--- src/rtl/multiplier_check_seq.sv ---
// Sequential shift-add multiplier that checks whether a*b is a nontrivial factorization of target.
// Optional early termination when the partial product exceeds target: define MULT_CHECK_EARLY_EXIT_EN.
module multiplier_check_seq #(
    parameter int unsigned A_W = 8,
    parameter int unsigned B_W = 5,
    parameter int unsigned P_W = A_W + B_W
) (
    input  logic           clk,
    input  logic           rst,
    input  logic           in_valid,
    output logic           in_ready,
    input  logic [A_W-1:0] a,
    input  logic [B_W-1:0] b,
    input  logic [P_W-1:0] target,
    output logic           out_valid,
    input  logic           out_ready,
    output logic           sat,
    output logic [P_W-1:0] product,
    output logic           aborted
);

    localparam int unsigned CNT_W = $clog2(B_W + 1);

    typedef enum logic [1:0] {
        IDLE = 2'd0,
        BUSY = 2'd1,
        DONE = 2'd2
    } state_t;

    state_t         state_q, state_d;
    logic [P_W-1:0] a_q, a_d;
    logic [B_W-1:0] b_q, b_d;
    logic [P_W-1:0] tgt_q, tgt_d;
    logic [P_W-1:0] acc_q, acc_d;
    logic [CNT_W-1:0] cnt_q, cnt_d;
    logic           a_nt_q, a_nt_d;
    logic           b_nt_q, b_nt_d;
    logic           sat_q, sat_d;
    logic [P_W-1:0] product_q, product_d;
    logic           aborted_q, aborted_d;
    logic           in_ready_q, in_ready_d;
    logic           out_valid_q, out_valid_d;
    logic           early_exit_c;

    // Accumulator only grows, so once it passes target a match is impossible.
`ifdef MULT_CHECK_EARLY_EXIT_EN
    assign early_exit_c = (acc_q > tgt_q);
`else
    assign early_exit_c = 1'b0;
`endif

    // State and datapath registers
    always_ff @(posedge clk) begin
        if (rst) begin
            state_q     <= IDLE;
            a_q         <= '0;
            b_q         <= '0;
            tgt_q       <= '0;
            acc_q       <= '0;
            cnt_q       <= '0;
            a_nt_q      <= 1'b0;
            b_nt_q      <= 1'b0;
            sat_q       <= 1'b0;
            product_q   <= '0;
            aborted_q   <= 1'b0;
            in_ready_q  <= 1'b1;
            out_valid_q <= 1'b0;
        end else begin
            state_q     <= state_d;
            a_q         <= a_d;
            b_q         <= b_d;
            tgt_q       <= tgt_d;
            acc_q       <= acc_d;
            cnt_q       <= cnt_d;
            a_nt_q      <= a_nt_d;
            b_nt_q      <= b_nt_d;
            sat_q       <= sat_d;
            product_q   <= product_d;
            aborted_q   <= aborted_d;
            in_ready_q  <= in_ready_d;
            out_valid_q <= out_valid_d;
        end
    end

    // Next-state and datapath update
    always_comb begin
        state_d   = state_q;
        a_d       = a_q;
        b_d       = b_q;
        tgt_d     = tgt_q;
        acc_d     = acc_q;
        cnt_d     = cnt_q;
        a_nt_d    = a_nt_q;
        b_nt_d    = b_nt_q;
        sat_d     = sat_q;
        product_d = product_q;
        aborted_d = aborted_q;

        case (state_q)
            IDLE: begin
                if (in_valid) begin
                    a_d       = P_W'(a);
                    b_d       = b;
                    tgt_d     = target;
                    acc_d     = '0;
                    cnt_d     = '0;
                    a_nt_d    = (a >= A_W'(2));
                    b_nt_d    = (b >= B_W'(2));
                    sat_d     = 1'b0;
                    product_d = '0;
                    aborted_d = 1'b0;
                    state_d   = BUSY;
                end
            end
            BUSY: begin
                if (early_exit_c) begin
                    product_d = acc_q;
                    sat_d     = 1'b0;
                    aborted_d = 1'b1;
                    state_d   = DONE;
                end else if (cnt_q == CNT_W'(B_W)) begin
                    // All bits of b consumed; register the result.
                    product_d = acc_q;
                    sat_d     = (acc_q == tgt_q) && a_nt_q && b_nt_q;
                    aborted_d = 1'b0;
                    state_d   = DONE;
                end else begin
                    if (b_q[0]) begin
                        acc_d = acc_q + a_q;
                    end
                    a_d   = a_q << 1;
                    b_d   = b_q >> 1;
                    cnt_d = cnt_q + CNT_W'(1);
                end
            end
            DONE: begin
                if (out_ready) begin
                    state_d = IDLE;
                end
            end
            default: begin
                state_d = IDLE;
            end
        endcase

        in_ready_d  = (state_d == IDLE);
        out_valid_d = (state_d == DONE);
    end

    assign in_ready  = in_ready_q;
    assign out_valid = out_valid_q;
    assign sat       = sat_q;
    assign product   = product_q;
    assign aborted   = aborted_q;

endmodule
--- config.mk ---
export PLATFORM = sky130hd
export DESIGN_NAME = multiplier_check_seq
export DESIGN_NICKNAME = d
export VERILOG_FILES = /design/src/rtl/multiplier_check_seq.sv
export SDC_FILE = /design/constraint.sdc
export NUM_CORES = 1
export LEC_CHECK = 0
export CAP_MARGIN = 40
export CORE_AREA = 2 2 58 115
export CTS_CLUSTER_DIAMETER = 100
export CTS_CLUSTER_SIZE = 8
export DETAILED_ROUTE_END_ITERATION = 8
export DIE_AREA = 0 0 60 117
export GPL_TIMING_DRIVEN = 0
export HOLD_SLACK_MARGIN = 0.06
export PLACE_DENSITY = 0.77
export SETUP_SLACK_MARGIN = 0.1
export SLEW_MARGIN = 20
export SYNTH_ARGS = -nofsm -noshare
export SYNTH_HDL_FRONTEND = slang
export SYNTH_SLANG_ARGS = --single-unit
export TNS_END_PERCENT = 5
--- constraint.sdc ---
create_clock -name clk -period 2.8 [get_ports clk]
set_input_delay 0.56 -clock clk [delete_from_list [all_inputs] [get_ports clk]]
set_output_delay 0.56 -clock clk [all_outputs]
set_load 0.02 [all_outputs]
==> results.sh <==
export IMPL_status="complete, no violations"
export IMPL_ios=47
export IMPL_grt_max_degree=13
export IMPL_gp_congestion=0.912
export IMPL_num_antenna_cells=0
export IMPL_hold_viol=0
export IMPL_slew_viol_final=0
export IMPL_via_per_inst=5.43
export IMPL_antenna_found_initial=0
export IMPL_grt_overflow=0
export IMPL_nNetsFinal=505
export IMPL_grt_pass1_wl_microns=13100
export IMPL_ys_warn_count=0
export IMPL_synth_main_ff_cell="dfxtp_1"
export IMPL_cts_buffers=9
export IMPL_fin_crit_sh=0.891
export IMPL_cts_tree="done"
export IMPL_wire_per_inst_microns=14.8
export IMPL_routed_wl_microns=8130
export IMPL_synth_commonest_cells="83 x nand2_1, 67 x dfxtp_1, 48 x a21oi_1"
export IMPL_die_x_microns=60
export IMPL_cts_sinks=67
export IMPL_clock_path_buffers=2
export IMPL_synth_top_area_frac=0.415
export IMPL_drive_gt1_frac=0.0602
export IMPL_syn_area_per_cell_sq_um=8.00
export IMPL_p_leak_uw=0.00160
export IMPL_syn_area_sq_um=3230
export IMPL_htreeDepth=3
export IMPL_gr_usage_all_layers=0.254
export IMPL_crit_fanout=4
export IMPL_die_y_microns=117
export IMPL_cts_root_buf="clkbuf_16"
export IMPL_final_antenna_net_count=0
export IMPL_rsz0062_at_grt="false"
export IMPL_post_cts_setup_buffers=0
export IMPL_synth_cell_types=44
export IMPL_fin_tns_setup_ns=0
export IMPL_yosysTopAreaCell="dfxtp_1"
export IMPL_start_kind="register"
export IMPL_max_freq_mhz=401
export IMPL_dp_hpwl_microns=5970
export IMPL_setup_viol_count_final=0
export IMPL_drt_iter0_markers=159
export IMPL_via_count=2991
export IMPL_clock_skew_ns=0.00650
export IMPL_io_buffer_count=44
export IMPL_arrival_ns=2.73
export IMPL_min_period_ns=2.50
export IMPL_rows=41
export IMPL_cts_hold_buffers_added=0
export IMPL_layout_area_overhead_vs_synth_pct=26.3
export IMPL_powerDensity_nw_per_um2=592
export IMPL_tightest_slew_ns=0.565
export IMPL_max_slew_margin=0.624
export IMPL_syn_inst=404
export IMPL_synth_most_common_cell="nand2_1"
export IMPL_fin_hold_ws_ns=0.453
export IMPL_path_clk_slew_ns=0.06
export IMPL_critPathCaptureType="register"
export IMPL_ys_seq_elements=67
export IMPL_rrSetupSlack_ns=0.30
export IMPL_firstDrtPassIters=5
export IMPL_syn_nets=449
export IMPL_max_cap_viol_count=0
export IMPL_critPathRequiredTime_ns=3.03
export IMPL_async_flop_share=0
export IMPL_hp_class="reg -> reg"
export IMPL_drc=0
export IMPL_grt_pass1_vias=2852
export IMPL_crit_type="reg -> reg"
export IMPL_core_sq_um=6210
export IMPL_synth_area_leaders="dfxtp_1 42%, nand2_1 9.6%, a21oi_1 7.4%"
export IMPL_clk_latency_ns=0.34
export IMPL_ys_seq_area_frac=0.415
export IMPL_ir_worst_vdd_mv=0.415
export IMPL_cts_resized=0
export IMPL_synth_edf_count=0
export IMPL_dieArea_sq_um=7020
export IMPL_start_util=0.521
[area by class of cell]
type / count / area (sq um)
multi-input cells: 308 / 1770
inverters: 5 / 18.8
plain buffers: 24 / 100
clock buffers: 9 / 225
clock inverters: 7 / 68.8
repair buffers: 45 / 448
flip-flops and latches: 67 / 1340
fillers: 565 / 2130
well taps: 86 / 108
[routing by layer]
metal | vias to the layer above | wire (microns) | GRT usage
li1 | 1526 | - | -
met4 | 0 | 332 | 0.151
met5 | - | 0 | 0
met1 | 1364 | 3450 | 0.301
met2 | 77 | 3990 | 0.405
met3 | 24 | 362 | 0.0615
[report_power, final]
| part | switching, uW | internal (uW) | leakage, uW |
|---|---|---|---|
| Sequential | 32.5 | 994 | 0.000546 |
| Combinational | 171 | 115 | 0.000912 |
| Clock | 418 | 684 | 0.000141 |
[state kept, by name, indices dropped and copies added (netlist names)]
| signal | count |
|---|---|
| a_q | 13 |
| tgt_q | 13 |
| sat | 1 |
| acc_q | 13 |
| a_nt_q | 1 |
| in_ready | 1 |
| b_nt_q | 1 |
| b_q | 5 |
| cnt_q | 3 |
| out_valid | 1 |
| state_q | 2 |
| product | 13 |
[worst paths after layout]
path | from | endpoint | cells past startpoint
max | acc_q[0] | acc_q[12] | 9
min reg2reg | product[8] | product[8] | 2
max reg2reg | acc_q[0] | acc_q[12] | 9
min | product[8] | product[8] | 2
[cells by family (layout without fill, tap and decap cells)]
group	count (synthesis)	count (layout)	share of synthesized area
other cells	1	1	0.00116
xor+xnor	21	21	0.0569
buf+inv	29	90	0.0368
compound gates	104	104	0.207
fa+ha+maj	15	15	0.0604
simple gates	167	167	0.223
flops	67	67	0.415
[cells in the final DEF (no fill, tap or decap), types with 5 or more instances in the layout]
master           instances
o21ai_0                  9
ha_1                    14
clkbuf_1                14
xor2_1                  13
inv_1                    5
clkbuf_16                9
nor4_1                   5
buf_2                    5
a21oi_1                 48
clkdlybuf4s50_1         44
nor3_1                  11
nand2_1                 83
a21o_1                   5
xnor2_1                  8
dfxtp_1                 67
a311oi_1                12
nor2_1                  33
nand3_1                 20
[per-stage QoR]
stage | util | power [uW] | setup WS (ns) | instances | cell area (sq um)
2_1_floorplan | - | 1220 | 0.573 | 404 | 3230
5_1_grt | 0.658 | 2510 | 0.127 | 551 | 4080
3_5_place_dp | 0.610 | 1330 | 0.299 | 535 | 3790
3_3_place_gp | 0.609 | 1320 | 0.369 | 534 | 3780
6_report | 0.658 | 2420 | 0.304 | 551 | 4080
4_1_cts | 0.658 | 2430 | 0.280 | 551 | 4080
[critical path, cell delays in order (launching register included)]
cell	delay (ns)
dfxtp_1	0.39
ha_1	0.22
inv_1	0.06
fa_1	0.36
and2b_1	0.27
o2111ai_2	0.18
a211oi_2	0.36
o21a_1	0.19
nor3_1	0.05
o41ai_1	0.30
Power figures use the tool's default switching activity.
